[config.mk]
export PLATFORM = sky130hd
export DESIGN_NAME = table_lookup_arbiter_flat
export DESIGN_NICKNAME = d
export VERILOG_FILES = /design/src/rtl/table_lookup_arbiter_if.sv /design/src/rtl/table_lookup_arbiter.sv /design/src/flat_wrapper.sv
export SDC_FILE = /design/constraint.sdc
export NUM_CORES = 1
export LEC_CHECK = 0
export CAP_MARGIN = 20
export CORE_ASPECT_RATIO = 0.8
export CORE_MARGIN = 3
export CORE_UTILIZATION = 40
export CTS_BUF_LIST = sky130_fd_sc_hd__clkbuf_4
export DETAILED_ROUTE_END_ITERATION = 12
export GPL_TIMING_DRIVEN = 1
export MAX_ROUTING_LAYER = met4
export PLACE_DENSITY = 0.8
export SLEW_MARGIN = 20
export SYNTH_ARGS = -nofsm -noshare
export SYNTH_HDL_FRONTEND = slang
export SYNTH_SLANG_ARGS = --single-unit
[constraint.sdc]
create_clock -name clk -period 2.44 [get_ports clk]
set_clock_uncertainty 0.05 [all_clocks]
set_input_delay 0.488 -clock clk [delete_from_list [all_inputs] [get_ports clk]]
set_output_delay 0.488 -clock clk [all_outputs]
set_load 0.1 [all_outputs]
[src/rtl/table_lookup_arbiter_if.sv]
// Request, response and lookup-engine buses of the shared table-lookup arbiter.
// master = client/engine side, slave = arbiter side.
interface table_lookup_arbiter_if #(
  parameter int NUM_REQ = 4
);
  localparam int ID_W = $clog2(NUM_REQ);

  logic [NUM_REQ-1:0]   req_valid;
  logic [NUM_REQ-1:0]   req_ready;
  logic [NUM_REQ*8-1:0] req_data;
  logic [NUM_REQ*4-1:0] req_control;

  logic [7:0]           lkp_data;
  logic [3:0]           lkp_control;
  logic                 lkp_valid;
  logic [15:0]          lkp_result;
  logic [3:0]           lkp_status;

  logic                 rsp_valid;
  logic                 rsp_ready;
  logic [ID_W-1:0]      rsp_id;
  logic [15:0]          rsp_result;
  logic [3:0]           rsp_status;

  modport master (
    output req_valid, req_data, req_control, rsp_ready, lkp_result, lkp_status,
    input  req_ready, rsp_valid, rsp_id, rsp_result, rsp_status,
           lkp_data, lkp_control, lkp_valid
  );

  modport slave (
    input  req_valid, req_data, req_control, rsp_ready, lkp_result, lkp_status,
    output req_ready, rsp_valid, rsp_id, rsp_result, rsp_status,
           lkp_data, lkp_control, lkp_valid
  );
endinterface

[src/rtl/table_lookup_arbiter.sv]
// Round-robin arbiter sharing one combinational lookup engine among NUM_REQ clients.
// Define TABLE_ARB_STATS_EN to add saturating grant/stall counters.
module table_lookup_arbiter #(
  parameter int NUM_REQ = 4
) (
  input  logic                   clk,
  input  logic                   rst_n,
  table_lookup_arbiter_if.slave  bus
`ifdef TABLE_ARB_STATS_EN
  ,
  output logic [15:0]            stat_grants,
  output logic [15:0]            stat_stalls
`endif
);
  localparam int ID_W = $clog2(NUM_REQ);
  localparam int CNT_W = ID_W + 1;
  localparam logic [CNT_W-1:0] NUM_REQ_C = CNT_W'(NUM_REQ);
  localparam logic [ID_W-1:0]  LAST_ID   = ID_W'(NUM_REQ - 1);

  typedef enum logic [1:0] {IDLE, LOOKUP, RESP} state_t;

  state_t             state, state_nxt;
  logic [ID_W-1:0]    rr_ptr;
  logic [ID_W-1:0]    win_id;
  logic               win_found;
  logic               grant;
  logic [CNT_W-1:0]   cand;
  logic [NUM_REQ-1:0] ready;

  // Search upward from rr_ptr with wrap-around; first valid requester wins.
  always_comb begin
    win_found = 1'b0;
    win_id    = '0;
    cand      = '0;
    for (int k = 0; k < NUM_REQ; k++) begin
      cand = {1'b0, rr_ptr} + CNT_W'(k);
      if (cand >= NUM_REQ_C) cand = cand - NUM_REQ_C;
      if (!win_found && bus.req_valid[cand[ID_W-1:0]]) begin
        win_found = 1'b1;
        win_id    = cand[ID_W-1:0];
      end
    end
  end

  assign grant = (state == IDLE) && win_found;

  always_comb begin
    ready = '0;
    if (rst_n && grant) ready[win_id] = 1'b1;
  end

  assign bus.req_ready = ready;

  always_ff @(posedge clk or negedge rst_n) begin
    if (!rst_n) state <= IDLE;
    else        state <= state_nxt;
  end

  always_comb begin
    state_nxt = state;
    case (state)
      IDLE:    if (win_found) state_nxt = LOOKUP;
      LOOKUP:  state_nxt = RESP;
      RESP:    if (bus.rsp_ready) state_nxt = IDLE;
      default: state_nxt = IDLE;
    endcase
  end

  // Operand registers feed the engine; its output is captured one cycle later.
  always_ff @(posedge clk or negedge rst_n) begin
    if (!rst_n) begin
      rr_ptr          <= '0;
      bus.lkp_data    <= '0;
      bus.lkp_control <= '0;
      bus.lkp_valid   <= 1'b0;
      bus.rsp_valid   <= 1'b0;
      bus.rsp_id      <= '0;
      bus.rsp_result  <= '0;
      bus.rsp_status  <= '0;
    end else begin
      case (state)
        IDLE: if (grant) begin
          bus.lkp_data    <= bus.req_data[8*win_id +: 8];
          bus.lkp_control <= bus.req_control[4*win_id +: 4];
          bus.rsp_id      <= win_id;
          bus.lkp_valid   <= 1'b1;
        end
        LOOKUP: begin
          bus.rsp_result <= bus.lkp_result;
          bus.rsp_status <= bus.lkp_status;
          bus.rsp_valid  <= 1'b1;
          bus.lkp_valid  <= 1'b0;
        end
        RESP: if (bus.rsp_ready) begin
          bus.rsp_valid <= 1'b0;
          rr_ptr        <= (bus.rsp_id == LAST_ID) ? '0 : bus.rsp_id + ID_W'(1);
        end
        default: ;
      endcase
    end
  end

`ifdef TABLE_ARB_STATS_EN
  always_ff @(posedge clk or negedge rst_n) begin
    if (!rst_n) begin
      stat_grants <= '0;
      stat_stalls <= '0;
    end else begin
      if (grant && stat_grants != 16'hFFFF) stat_grants <= stat_grants + 16'd1;
      if (state == RESP && !bus.rsp_ready && stat_stalls != 16'hFFFF)
        stat_stalls <= stat_stalls + 16'd1;
    end
  end
`endif

endmodule

[src/flat_wrapper.sv]
// flat-port wrapper written by rule: the top's interface ports become plain ports
module table_lookup_arbiter_flat 
#(
  parameter int NUM_REQ = 4
)
  (clk, rst_n, bus_req_valid, bus_req_data, bus_req_control, bus_rsp_ready, bus_lkp_result, bus_lkp_status, bus_req_ready, bus_rsp_valid, bus_rsp_id, bus_rsp_result, bus_rsp_status, bus_lkp_data, bus_lkp_control, bus_lkp_valid);
  table_lookup_arbiter_if #(.NUM_REQ(NUM_REQ)) bus_i ();
  input  logic clk;
  input  logic rst_n;
  input wire logic [$bits(bus_i.req_valid)-1:0] bus_req_valid;
  input wire logic [$bits(bus_i.req_data)-1:0] bus_req_data;
  input wire logic [$bits(bus_i.req_control)-1:0] bus_req_control;
  input wire logic [$bits(bus_i.rsp_ready)-1:0] bus_rsp_ready;
  input wire logic [$bits(bus_i.lkp_result)-1:0] bus_lkp_result;
  input wire logic [$bits(bus_i.lkp_status)-1:0] bus_lkp_status;
  output wire logic [$bits(bus_i.req_ready)-1:0] bus_req_ready;
  output wire logic [$bits(bus_i.rsp_valid)-1:0] bus_rsp_valid;
  output wire logic [$bits(bus_i.rsp_id)-1:0] bus_rsp_id;
  output wire logic [$bits(bus_i.rsp_result)-1:0] bus_rsp_result;
  output wire logic [$bits(bus_i.rsp_status)-1:0] bus_rsp_status;
  output wire logic [$bits(bus_i.lkp_data)-1:0] bus_lkp_data;
  output wire logic [$bits(bus_i.lkp_control)-1:0] bus_lkp_control;
  output wire logic [$bits(bus_i.lkp_valid)-1:0] bus_lkp_valid;
  assign bus_i.req_valid = bus_req_valid;
  assign bus_i.req_data = bus_req_data;
  assign bus_i.req_control = bus_req_control;
  assign bus_i.rsp_ready = bus_rsp_ready;
  assign bus_i.lkp_result = bus_lkp_result;
  assign bus_i.lkp_status = bus_lkp_status;
  assign bus_req_ready = bus_i.req_ready;
  assign bus_rsp_valid = bus_i.rsp_valid;
  assign bus_rsp_id = bus_i.rsp_id;
  assign bus_rsp_result = bus_i.rsp_result;
  assign bus_rsp_status = bus_i.rsp_status;
  assign bus_lkp_data = bus_i.lkp_data;
  assign bus_lkp_control = bus_i.lkp_control;
  assign bus_lkp_valid = bus_i.lkp_valid;
  table_lookup_arbiter #(.NUM_REQ(NUM_REQ)) u_core (.clk(clk), .rst_n(rst_n), .bus(bus_i));
endmodule
==> results.md <==
* Biggest area contributors in the synthesized netlist: sky130_fd_sc_hd__dfrtp_1 49%, sky130_fd_sc_hd__mux2_2 11%, sky130_fd_sc_hd__mux2i_1 5.8%, sky130_fd_sc_hd__a221oi_1 5.1%, sky130_fd_sc_hd__o21ai_0 4.6%
* Top cell family by delay on the critical path: simple AND/OR/NAND/NOR gates
* Antenna-violating nets left at 0
* Async set-reset flop share out of synthesis at 100%
* Min-Delay Path Class: reg -> reg
* Global-route wire length before repair at 9780 um
* CTS Root Buffer Type: sky130_fd_sc_hd__clkbuf_4
* Crit Path Max Fanout at 3
* Clock buffer count from CTS at 5
* Measured slew at the worst slew-check pin at 0.549 ns
* Reg2reg setup slack at 0.49 ns
* Number of register bits inferred by synthesis at 40
* Overall die height at 70.2 um
* Number of top-level pins at 115
* Largest stage delay, worst path at 0.43 ns
* Number of optimization iterations in the first detailed-route pass at 5
* Starting density of the core at 43.2%
* HP Start: u_core.bus.rsp_result[10]
* WL per Instance at 16.1 um
* Number of maximum-capacitance constraint violations at 0
* Syn_area_per_cell at 11.2 sq um
* Total wirelength of the detailed-routed design at 6150 um
* Tightest slew margin relative to the limit at 63.0%
* FF+latch area at 0.00100 sq mm
* Detailed-placement wirelength estimate at 4770 um
* Number of buffer and inverter instances along the worst setup path at 2
* Kind of end point of the critical path: primary output
* Fraction of the yosys area taken by sequential cells at 48.6%
* Total routing usage reported by global routing at 21.1%
* Via Count at 1998
* Crit path DAT at 1.86 ns
* Vias per inst at 5.24
* Worst Hold Margin at 0.469 ns
* Dominant cell type by area after synthesis: sky130_fd_sc_hd__dfrtp_1
* Number of max-slew violations in the final report at 0
* Clock latency reported for the late side of the worst-skew pair at 0.36 ns
* Worst-path cell chain: dlygate4sd2_1 > nor2b_2 > or4_4 > o311ai_4 > and3_4 > buf_12
* Global route overflow at 0
* Number of enable-type register cells in the synthesized netlist at 0
* Critical path startpoint category: input port
* Number of setup violations in the final report at 0
* Non-filler instance count after layout at 381
* Final period demand of the worst path at 2.39 ns
* Total die area at 0.00605 sq mm
* NumNets Final at 396
* Total number of placement rows at 22
* Post-Synthesis Net Count at 260
* Crit. Startpoint: bus_req_valid[2]
* Largest net degree at the start of global routing at 25
* Last weighted congestion value of the routability-driven placer at 0.775
* Area of the core region at 0.00476 sq mm
* Clock tree from TritonCTS: built
* # clock sinks at 40
* F_max at 418 MHz
* RSZ-0062 raised after global routing: true
* Ant. Diodes at 0
* Slowest stage cell on the critical path: sky130_fd_sc_hd__or4_4
* Vias in the first global route at 2028
* Cell Area, Synth at 0.00206 sq mm
* Top-area cell type share of the netlist area at 48.6%
* Multi-input logic area at 980 sq um
* Horiz. Die Dim at 86.2 um
* Prevailing post-synth register cell: sky130_fd_sc_hd__dfrtp_1
* Beginning of the worst register-to-register path: u_core.rr_ptr[0]
* Result of the run: finished, final reports clean
* Count of distinct cell types in the synthesized netlist at 33
* Depth of the CTS H-tree at 2
* Clk buf depth at 2
* Gate count of the mapped netlist at 184
* Total of warnings raised by yosys at 0
* Placed insts at 366
* Data required time at the worst endpoint at 1.90 ns
* Cell with the most instances after synthesis: sky130_fd_sc_hd__dfrtp_1
* DR DRC count at 0
* Share of final-layout standard cells stronger than drive strength 1 at 34.6%
* Clock-pin slew of the registers on the worst-case setup and hold paths at 0.12 ns
* Top cell types by occurrence after synthesis: 40 x sky130_fd_sc_hd__dfrtp_1, 21 x sky130_fd_sc_hd__mux2_2, 19 x sky130_fd_sc_hd__o21ai_0, 15 x sky130_fd_sc_hd__nor2_1, 13 x sky130_fd_sc_hd__o22ai_1
* Final-layout fill cell count at 346
* Initial antenna violation count at 0
* Final period util at 98.1%
* Number of DRC violations after detailed-routing iteration 0 at 69
* Synth-to-Final Area Change at 67.5%
* Kind of critical path: in -> out
* Fin. Hold Viols at 0
* Quantity of I/O buffers inserted on ports at 114
timing repair:
| action | CTS | global route |
|---|---|---|
| setup buffers | 2 | 4 |
| endpoints found under the hold margin | 9 | 0 |
| hold buffers | 1 | 0 |
| cloned | 0 | 0 |
| gates resized for setup | 6 | 2 |
| pin swaps | 3 | 3 |
| endpoints found under the setup margin | 4 | 3 |
logic make-up after synthesis:
kind of cell / share of synthesized area [%]
adder cells (fa/ha/maj): 0.607
AO/OA/AOI/OAI: 19.8
AND/OR/NAND/NOR: 9.17
multiplexers: 17.3
flip-flops: 48.6
buffers and inverters: 4.50
per-layer routing:
layer | GRT usage, % | up-vias | part of all wire [%]
li1 | - | 963 | -
met1 | 26.8 | 961 | 43
met2 | 33.4 | 65 | 49
met3 | 4.48 | 9 | 6.0
met4 | 7.61 | 0 | 1.4
met5 | - | - | 0
worst reg2reg max path, delay by kind of cell, from the launching register on:
family                 cells  cell delay [ns]
AND/OR/NAND/NOR            2             0.42
AO/OA/AOI/OAI              2             0.25
buffers and inverters      3             0.48
flip-flops                 1             0.41
multiplexers               1             0.22
per-stage QoR:
stage               instance area [sq um]  setup TNS (ns)  worst slack (ns)  utilization, %
global route                         3450        -0.00891          -0.00891            72.4
detailed placement                   3310          -0.423            -0.193            69.6
finish                               3450               0            0.0461            72.4
floorplan                            2060        -0.00488          -0.00488               -
global placement                     3310          -0.347            -0.176            69.6
CTS                                  3420               0            0.0111            71.8
cell usage in the layout, fill, tap and decap left out, types with 2 or more instances in the layout:
cell type / instances
sky130_fd_sc_hd__a21o_1: 2
sky130_fd_sc_hd__a21oi_1: 4
sky130_fd_sc_hd__a221oi_1: 12
sky130_fd_sc_hd__and3_2: 3
sky130_fd_sc_hd__buf_12: 5
sky130_fd_sc_hd__buf_4: 60
sky130_fd_sc_hd__clkbuf_4: 5
sky130_fd_sc_hd__clkdlybuf4s50_1: 69
sky130_fd_sc_hd__dfrtp_1: 40
sky130_fd_sc_hd__dlygate4sd2_1: 4
sky130_fd_sc_hd__inv_1: 3
sky130_fd_sc_hd__inv_2: 3
sky130_fd_sc_hd__mux2_2: 21
sky130_fd_sc_hd__mux2i_1: 12
sky130_fd_sc_hd__nand2_1: 4
sky130_fd_sc_hd__nor2_1: 15
sky130_fd_sc_hd__nor2b_1: 2
sky130_fd_sc_hd__nor2b_2: 2
sky130_fd_sc_hd__nor3_1: 2
sky130_fd_sc_hd__o21ai_0: 18
sky130_fd_sc_hd__o22ai_1: 13
layout make-up:
type,instances,share of cell area (%)
Timing Repair Buffer,140,37.4
Sequential cell,40,29.0
Multi-Input combinational cell,127,28.4
Tap cell,60,2.18
Clock inverter,3,1.23
Clock buffer,5,1.09
Inverter,6,0.653
registers in the layout, indices dropped and copies added (netlist names):
name                    flops
u_core.bus.lkp_data         8
u_core.state                2
u_core.bus.lkp_control      4
u_core.bus.rsp_id           2
u_core.bus.rsp_valid        1
u_core.bus.rsp_result      16
u_core.bus.lkp_valid        1
u_core.rr_ptr               2
u_core.bus.rsp_status       4
path summary, 6_finish.rpt:
| kind | to | cells past startpoint |
|---|---|---|
| worst max-delay path | bus_req_ready[0] | 6 |
| worst min-delay path | u_core.bus.rsp_result[10] | 1 |
| worst max register to register | u_core.bus.lkp_control[1] | 8 |
| worst min register to register | u_core.bus.rsp_result[10] | 1 |
| max in group asynchronous | u_core.bus.lkp_data[7] | 3 |
| min in group asynchronous | u_core.bus.lkp_data[1] | 2 |
Power is not shown: default switching activity piles up to over one toggle a cycle in this logic, so the estimate is an artifact.
